===== src/rtl/gnrc_therm_counter.sv =====
// gnrc_therm_counter
// Registered thermometer-code up/down counter with saturation, parallel load
// and clear. It also has a valid/ready change notification so a consumer can
// follow every code update without polling.
//
// Parameters:
//   N           thermometer width (>=1)
//   INIT_LEVEL  number of ones after reset (0..N)
//   LW          level/load field width, derived from N (do not override)
//
// Ports:
//   clk_i         clock, rising edge
//   rst_i         synchronous reset, active-high
//   clr_i         clear to level 0 (beats load and inc/dec)
//   load_i        parallel load strobe (beats inc/dec)
//   load_level_i  level to load; values above N clamp to N
//   inc_i/dec_i   step up/down by one; both together do nothing
//   therm_o       registered LSB-filled thermometer code
//   level_o       registered count of ones in therm_o
//   full_o        therm_o is all ones
//   empty_o       therm_o is all zeros
//   ovf_o         one-cycle pulse: increment rejected at full
//   udf_o         one-cycle pulse: decrement rejected at empty
//   chg_valid_o   therm_o changed since the last accepted notification
//   chg_ready_i   consumer acknowledge for chg_valid_o
module gnrc_therm_counter #(
  parameter int unsigned N          = 3,
  parameter int unsigned INIT_LEVEL = 0,
  parameter int unsigned LW         = (N < 1) ? 1 : $clog2(N + 1)
) (
  input  logic          clk_i,
  input  logic          rst_i,
  input  logic          clr_i,
  input  logic          load_i,
  input  logic [LW-1:0] load_level_i,
  input  logic          inc_i,
  input  logic          dec_i,
  output logic [N-1:0]  therm_o,
  output logic [LW-1:0] level_o,
  output logic          full_o,
  output logic          empty_o,
  output logic          ovf_o,
  output logic          udf_o,
  output logic          chg_valid_o,
  input  logic          chg_ready_i
);

  localparam logic [LW-1:0] LEVEL_MAX  = LW'(N);
  localparam logic [LW-1:0] LEVEL_INIT = LW'(INIT_LEVEL);

  logic [N-1:0]  therm_q, therm_d, init_therm;
  logic [LW-1:0] level_q, level_d;
  logic          full_q, full_d;
  logic          empty_q, empty_d;
  logic          ovf_q, ovf_d;
  logic          udf_q, udf_d;
  logic          chg_valid_q, chg_valid_d;
  logic [LW-1:0] load_clamped;

  assign load_clamped = (load_level_i > LEVEL_MAX) ? LEVEL_MAX : load_level_i;

  // The code is rebuilt from the level, so only legal thermometer codes can
  // ever be registered. Bit gi is set whenever the level exceeds gi.
  generate
    for (genvar gi = 0; gi < int'(N); gi++) begin : g_therm
      assign therm_d[gi]    = (level_d > LW'(gi));
      assign init_therm[gi] = (INIT_LEVEL > gi);
    end
  endgenerate

  always_comb begin
    level_d = level_q;
    ovf_d   = 1'b0;
    udf_d   = 1'b0;
    if (clr_i) begin
      level_d = '0;
    end else if (load_i) begin
      level_d = load_clamped;
    end else if (inc_i && !dec_i) begin
      if (full_q) ovf_d = 1'b1;
      else        level_d = level_q + 1'b1;
    end else if (dec_i && !inc_i) begin
      if (empty_q) udf_d = 1'b1;
      else         level_d = level_q - 1'b1;
    end
  end

  assign full_d  = (level_d == LEVEL_MAX);
  assign empty_d = (level_d == '0);
  // A new change in the handshake cycle re-arms valid straight away, and
  // several changes before an acknowledge merge into one notification.
  assign chg_valid_d = (therm_d != therm_q) | (chg_valid_q & ~chg_ready_i);

  always_ff @(posedge clk_i) begin
    if (rst_i) begin
      therm_q     <= init_therm;
      level_q     <= LEVEL_INIT;
      full_q      <= (INIT_LEVEL == N);
      empty_q     <= (INIT_LEVEL == 0);
      ovf_q       <= 1'b0;
      udf_q       <= 1'b0;
      chg_valid_q <= 1'b0;
    end else begin
      therm_q     <= therm_d;
      level_q     <= level_d;
      full_q      <= full_d;
      empty_q     <= empty_d;
      ovf_q       <= ovf_d;
      udf_q       <= udf_d;
      chg_valid_q <= chg_valid_d;
    end
  end

  assign therm_o     = therm_q;
  assign level_o     = level_q;
  assign full_o      = full_q;
  assign empty_o     = empty_q;
  assign ovf_o       = ovf_q;
  assign udf_o       = udf_q;
  assign chg_valid_o = chg_valid_q;

endmodule


===== config.mk =====
export PLATFORM = sky130hd
export DESIGN_NAME = gnrc_therm_counter
export DESIGN_NICKNAME = d
export VERILOG_FILES = /design/src/rtl/gnrc_therm_counter.sv
export SDC_FILE = /design/constraint.sdc
export NUM_CORES = 1
export LEC_CHECK = 0
export CAP_MARGIN = 20
export CORE_MARGIN = 5
export CORE_UTILIZATION = 30
export DETAILED_ROUTE_END_ITERATION = 6
export GPL_ROUTABILITY_DRIVEN = 0
export PLACE_DENSITY = 0.62
export SKIP_LAST_GASP = 1
export SLEW_MARGIN = 5
export SYNTH_ARGS = -nofsm -noshare
export SYNTH_HDL_FRONTEND = slang
export SYNTH_SLANG_ARGS = --single-unit

===== constraint.sdc =====
create_clock -name clk_i -period 1.55 [get_ports clk_i]
set_clock_uncertainty 0.15 [all_clocks]
set_input_delay 0.155 -clock clk_i [delete_from_list [all_inputs] [get_ports clk_i]]
set_output_delay 0.155 -clock clk_i [all_outputs]
set_load 0.005 [all_outputs]

==> reports/metrics.cfg, run 1 <==
[synth]
synth_seq_cells = 9
synth_area_leaders = dfxtp_1, nor3_1, nor3b_2
synth_top_flop_cell = dfxtp_1
synth_commonest_cells = dfxtp_1, nor3_1
synthDistinctLibCells = 32
synth_async_sr_flop_share_pct = 0
ys_warn_count = 0
yosys.area.top_type = dfxtp_1
synth_top_area_share_pct = 34.62
synth_edf_count = 0
yosysMostFrequentCell = dfxtp_1
synth_seq_area_share_pct = 34.62
synth_nets = 69
avgSynthCellArea_sq_um = 8.675
synthCells = 60
syn_area_sq_um = 520.5

[detailed_routing]
drtIter0Drc = 7
antenna_left = 0
vias = 579
firstDrtPassIters = 2
drcViolationCount = 0
wire_per_inst_um = 12.85
vias_per_cell = 5.264
totalWireLength_mm = 1.413

[floorplan]
dieArea_sq_mm = 0.002668
die_w_um = 51.66
boundaryPins = 19
start_util_pct = 30.81
row_count = 15
die_h_um = 51.66
coreArea_sq_mm = 0.001689

[timing]
max_freq_mhz = 606.5
tightestPinTransition_ns = 0.2970
drv_slew = 0
setup_viol = 5
slew_headroom_pct = 80.14
rsz0062_at_grt = true
min_period_ns = 1.649
fin_tns_setup_ns = -0.2252
hold_viol = 0
period_share_pct = 106.4
layout_setup_ws_ns = -0.09870

[clocking]
cts_root_buffer = clkbuf_4
cts_made_buffers = 3
cts-htree-levels = 1
cts.clk_slew.worst_paths_ns = 0.06
cts_sinks = 9
cts_buffer_depth = 2
worstSkewPairLatency_ns = 0.25
cts_tree = done

[layout]
diodes = 0
num-nets-final = 103
drive_gt1_share_pct = 36.56
syn_to_final_growth_pct = 76.44

[flow_run]
drv_cap = 0

[worst_setup_path]
crit_chain = nor3b_4 > nor3_2 > o31a_1 > a211o_1 > and4_1
reg2reg_to = chg_valid_o
startpoint_type = register
crit_slowest_cell = dfxtp_4
r2r_cells = 5
rrSetupSlack_ns = -0.1
required_ns = 1.55
cp.arrival_ns = 1.65
cp_max_fo = 5
slowest_delay_ns = 0.38
worstSetupEndpointType = register
r2r_start = therm_o[2]
path_class = reg2reg
crit_start = therm_o[2]

[place]
portBuffers = 18
dp_hpwl_mm = 1.064
pre_cts_ws_ns = -0.5709

[worst_hold_path]
hold_depth = 2
min_to = udf_o
min_from = dec_i
hold_class = in2reg

[status]
violations = negative setup slack
status = finished, violations left

[global_route]
grt_max_degree = 9
grtUsageTotal_pct = 11.71
overflow = 0
grt_pass1_wl_mm = 2.325
first_global_vias = 562
grt_antenna_before_repair = 0

[power_and_ir_drop]
ir_drop_v = 0.0005469
power.density_mw_per_mm2 = 623.6
p_leak_nw = 0.3885
power.total_mw = 0.5727

-- worst max path at each step --
| stage | to | slack [ns] | depth (start not counted) |
|---|---|---|---|
| floorplan | empty_o | -0.07 | 5 |
| global placement | therm_o[2] | -0.53 | 6 |
| detailed placement | empty_o | -0.57 | 5 |
| finish | chg_valid_o | -0.1 | 5 |
| global route | empty_o | -0.16 | 5 |
| CTS | chg_valid_o | -0.1 | 5 |
-- repair_timing --
action / CTS / global route
resized for setup: 14 / 6
pin swaps: 6 / 0
setup endpoints to repair: 10 / 9
hold buffers: 0 / 0
buffers inserted: 1 / 0
-- through the flow --
step                cells  instance area (sq um)  hold slack (ns)  util [%]
CTS                   110                  899.6           0.3831     53.26
finish                110                  918.4           0.3955     54.37
global placement      105                  823.3           0.5696     48.74
floorplan              60                  535.5           0.2191         -
global route          110                  918.4           0.4086     54.37
detailed placement    105                  823.3           0.5632     48.74
-- cells in the final DEF (no fill, tap or decap), drive strengths merged, types with 2 or more instances in the layout --
master         synthesis  final
buf                    2     15
clkdlybuf4s50          0     12
dfxtp                  9      9
nor3                   6      6
dlygate4sd2            0      4
clkbuf                 2      4
inv                    3      3
nor2                   3      3
or3                    3      3
a21oi                  3      3
nor3b                  2      2
nand2                  2      2
a211o                  2      2
and4b                  2      2
nand3b                 2      2
dlymetal6s2s           0      2
nor4b                  2      2
-- registers in the layout (all words and copies together) (netlist names) --
register / count
empty_o: 1
udf_o: 1
level_o: 2
ovf_o: 1
therm_o: 3
chg_valid_o: 1
-- cell families (layout without fill, tap and decap cells) --
group | Yosys count | after routing | synth area share, %
and+or+nand+nor | 30 | 30 | 39.43
AOI/OAI and AO/OA | 13 | 13 | 18.27
DFF | 9 | 9 | 34.61
buffers and inverters | 7 | 40 | 5.769
muxes | 1 | 1 | 1.923
-- critical path, delay by kind of cell (launching register included) --
kind | cells | cell delay (ns)
and+or+nand+nor | 3 | 0.49
DFF | 1 | 0.38
AOI/OAI and AO/OA | 2 | 0.52
-- metal layers --
metal | part of all wire, % | track usage, % | routed length, um
met1 | 47 | 13.09 | 670
met2 | 47 | 19.92 | 658
met3 | 5.9 | 5.731 | 83
met4 | 0 | 2.620 | 0
met5 | 0 | 0 | 0
-- where the power goes --
group / leakage [nW] / internal [mW] / total (mW) / switching [mW]
registers: 0.0752 / 0.240 / 0.249 / 0.00925
logic: 0.298 / 0.0892 / 0.151 / 0.0622
clock network: 0.0150 / 0.0986 / 0.172 / 0.0734
total: 0.389 / 0.428 / 0.573 / 0.145
-- cell type report --
cell class,instances,area [sq um]
clock buffer,4,26.28
multi-input combinational,44,372.9
fill,157,770.7
tap,17,21.27
sequential,9,190.2
timing repair buffer,33,296.5
inverter,3,11.26
(Power assumes the default switching activity.)
==> inputs of run 2 (changes only) <==
Settings changed: CORE_UTILIZATION 30 to 37, PLACE_DENSITY 0.62 to 0.73.
==> reports/metrics.cfg, run 2 (synthesis gave the netlist of run 1 again) <==
[status]
status = finished, violations left
violations = negative setup slack

[global_route]
grtUsageTotal_pct = 17.28  ; +5.6 points
grt_antenna_before_repair = 0  ; unchanged
grt_pass1_wl_mm = 2.518  ; +8.3%
overflow = 0  ; unchanged
grt_max_degree = 9  ; unchanged
first_global_vias = 532  ; -5.3%

[detailed_routing]
antenna_left = 0  ; unchanged
drcViolationCount = 0  ; unchanged
wire_per_inst_um = 16.31  ; +27%
totalWireLength_mm = 1.680  ; +19%
firstDrtPassIters = 4  ; +2
vias_per_cell = 5.621  ; +6.8%
vias = 579  ; unchanged
drtIter0Drc = 14  ; +7

[worst_setup_path]
worstSetupEndpointType = register
path_class = reg2reg
startpoint_type = register
cp_max_fo = 5  ; unchanged
cp.arrival_ns = 1.67  ; +0.02 ns
required_ns = 1.55  ; about the same

[timing]
drv_slew = 0  ; unchanged
setup_viol = 6  ; +1
period_share_pct = 107.4  ; +1.1 points
rsz0062_at_grt = true
hold_viol = 0  ; unchanged
slew_headroom_pct = 76.65  ; -3.5 points
layout_setup_ws_ns = -0.1152  ; -0.01651 ns
min_period_ns = 1.665  ; +0.01651 ns
max_freq_mhz = 600.5  ; -0.99%
tightestPinTransition_ns = 0.3502  ; +0.05320 ns

[place]
portBuffers = 18  ; unchanged
dp_hpwl_mm = 1.168  ; +9.7%
dp_cells = 99  ; -5.7%
pre_cts_ws_ns = -0.5996  ; -0.02865 ns

[layout]
final_common_cell = clkdlybuf4s50_1
num-nets-final = 98  ; -4.9%
layout.cells.non_filler = 103  ; -6.4%
largest_reg_flops = 3  ; unchanged
final_util_pct = 68.76  ; +14 points
syn_to_final_growth_pct = 74.04
mostFrequentLayoutCells = clkdlybuf4s50_1, buf_4, dfxtp_1, nor3_1
drive_gt1_share_pct = 37.50  ; +0.94 points
diodes = 0  ; unchanged

[floorplan]
die_w_um = 47.51  ; -8.0%
start_util_pct = 39.51  ; +8.7 points
boundaryPins = 19  ; unchanged
dieArea_sq_mm = 0.002257  ; -15%
coreArea_sq_mm = 0.001318  ; -22%
row_count = 13  ; -2
die_h_um = 47.51  ; -8.0%

[clocking]
cts.clk_slew.worst_paths_ns = 0.07  ; about the same
cts_tree = done
cts-htree-levels = 1  ; unchanged
cts_root_buffer = clkbuf_4
cts_setup_buffers = 0  ; -1
cts_made_buffers = 3  ; unchanged
cts_sinks = 9  ; unchanged
worstSkewPairLatency_ns = 0.26  ; about the same
cts_buffer_depth = 2  ; unchanged

[power_and_ir_drop]
power.density_mw_per_mm2 = 654.0  ; +4.9%
power.total_mw = 0.5924  ; +3.4%
p_leak_nw = 0.3575  ; -8.0%
ir_drop_v = 0.0004894  ; -11%

[worst_hold_path]
hold_class = in2reg

[flow_run]
drv_cap = 0  ; unchanged

run 2: cell types whose count changed in the layout (fill, tap and decap cells not counted), moves of 2 or more:
cell,before,now
buf_4,14,10
clkdlybuf4s50_1,12,15
dlygate4sd2_1,4,1
dfxtp_2,2,0
run 2: final cells by class:
type | instances | area (sq um)
clock inverters | 1 | 5.005
repair buffers | 28 | 251.5
well taps | 15 | 18.77
clock buffers | 3 | 22.52
inverters | 3 | 11.26
fillers | 96 | 411.6
multi-input cells | 44 | 405.4
flip-flops and latches | 9 | 191.4
run 2: layer usage:
metal | vias up | GRT usage [%] | wire length [um]
li1 | 288 | - | -
met4 | 0 | 9.945 | 46
met2 | 21 | 25.67 | 829
met1 | 266 | 20.81 | 704
met3 | 4 | 7.143 | 99
met5 | - | 0 | 0
run 2: worst paths after layout:
kind | startpoint | depth (start not counted) | end | slack (ns)
hold / removal | inc_i | 3 | ovf_o | 0.32
hold reg to reg | empty_o | 1 | udf_o | 0.48
setup / recovery | therm_o[2] | 4 | empty_o | -0.12
setup reg to reg | therm_o[2] | 4 | empty_o | -0.12
run 2: per-stage QoR:
stage	cell area [sq um]	TNS (ns)	hold WS (ns)
2_1_floorplan	535.5	-0.1113	0.2191
3_3_place_gp	790.8	-3.697	0.4490
3_5_place_dp	790.8	-3.831	0.4564
4_1_cts	895.9	-0.3651	0.3945
5_1_grt	905.9	-0.8179	0.3242
6_report	905.9	-0.3680	0.3175
run 2: timing repair:
item,in CTS,in global routing
endpoints found under the setup margin,9,9
hold buffers,0,0
pin swaps,4,2
gates resized for setup,17,6
run 2: critical path: stages (launching register included):
cell and delay [ns]:
dfxtp_4 0.37, nor3b_4 0.26, nor3_2 0.08, or3_4 0.40, a211o_1 0.29
run 2: power breakdown:
| part | internal (mW) | switching, mW |
|---|---|---|
| logic | 0.0890 | 0.0696 |
| clock network | 0.0954 | 0.0893 |
| registers | 0.239 | 0.0106 |
| total | 0.423 | 0.169 |
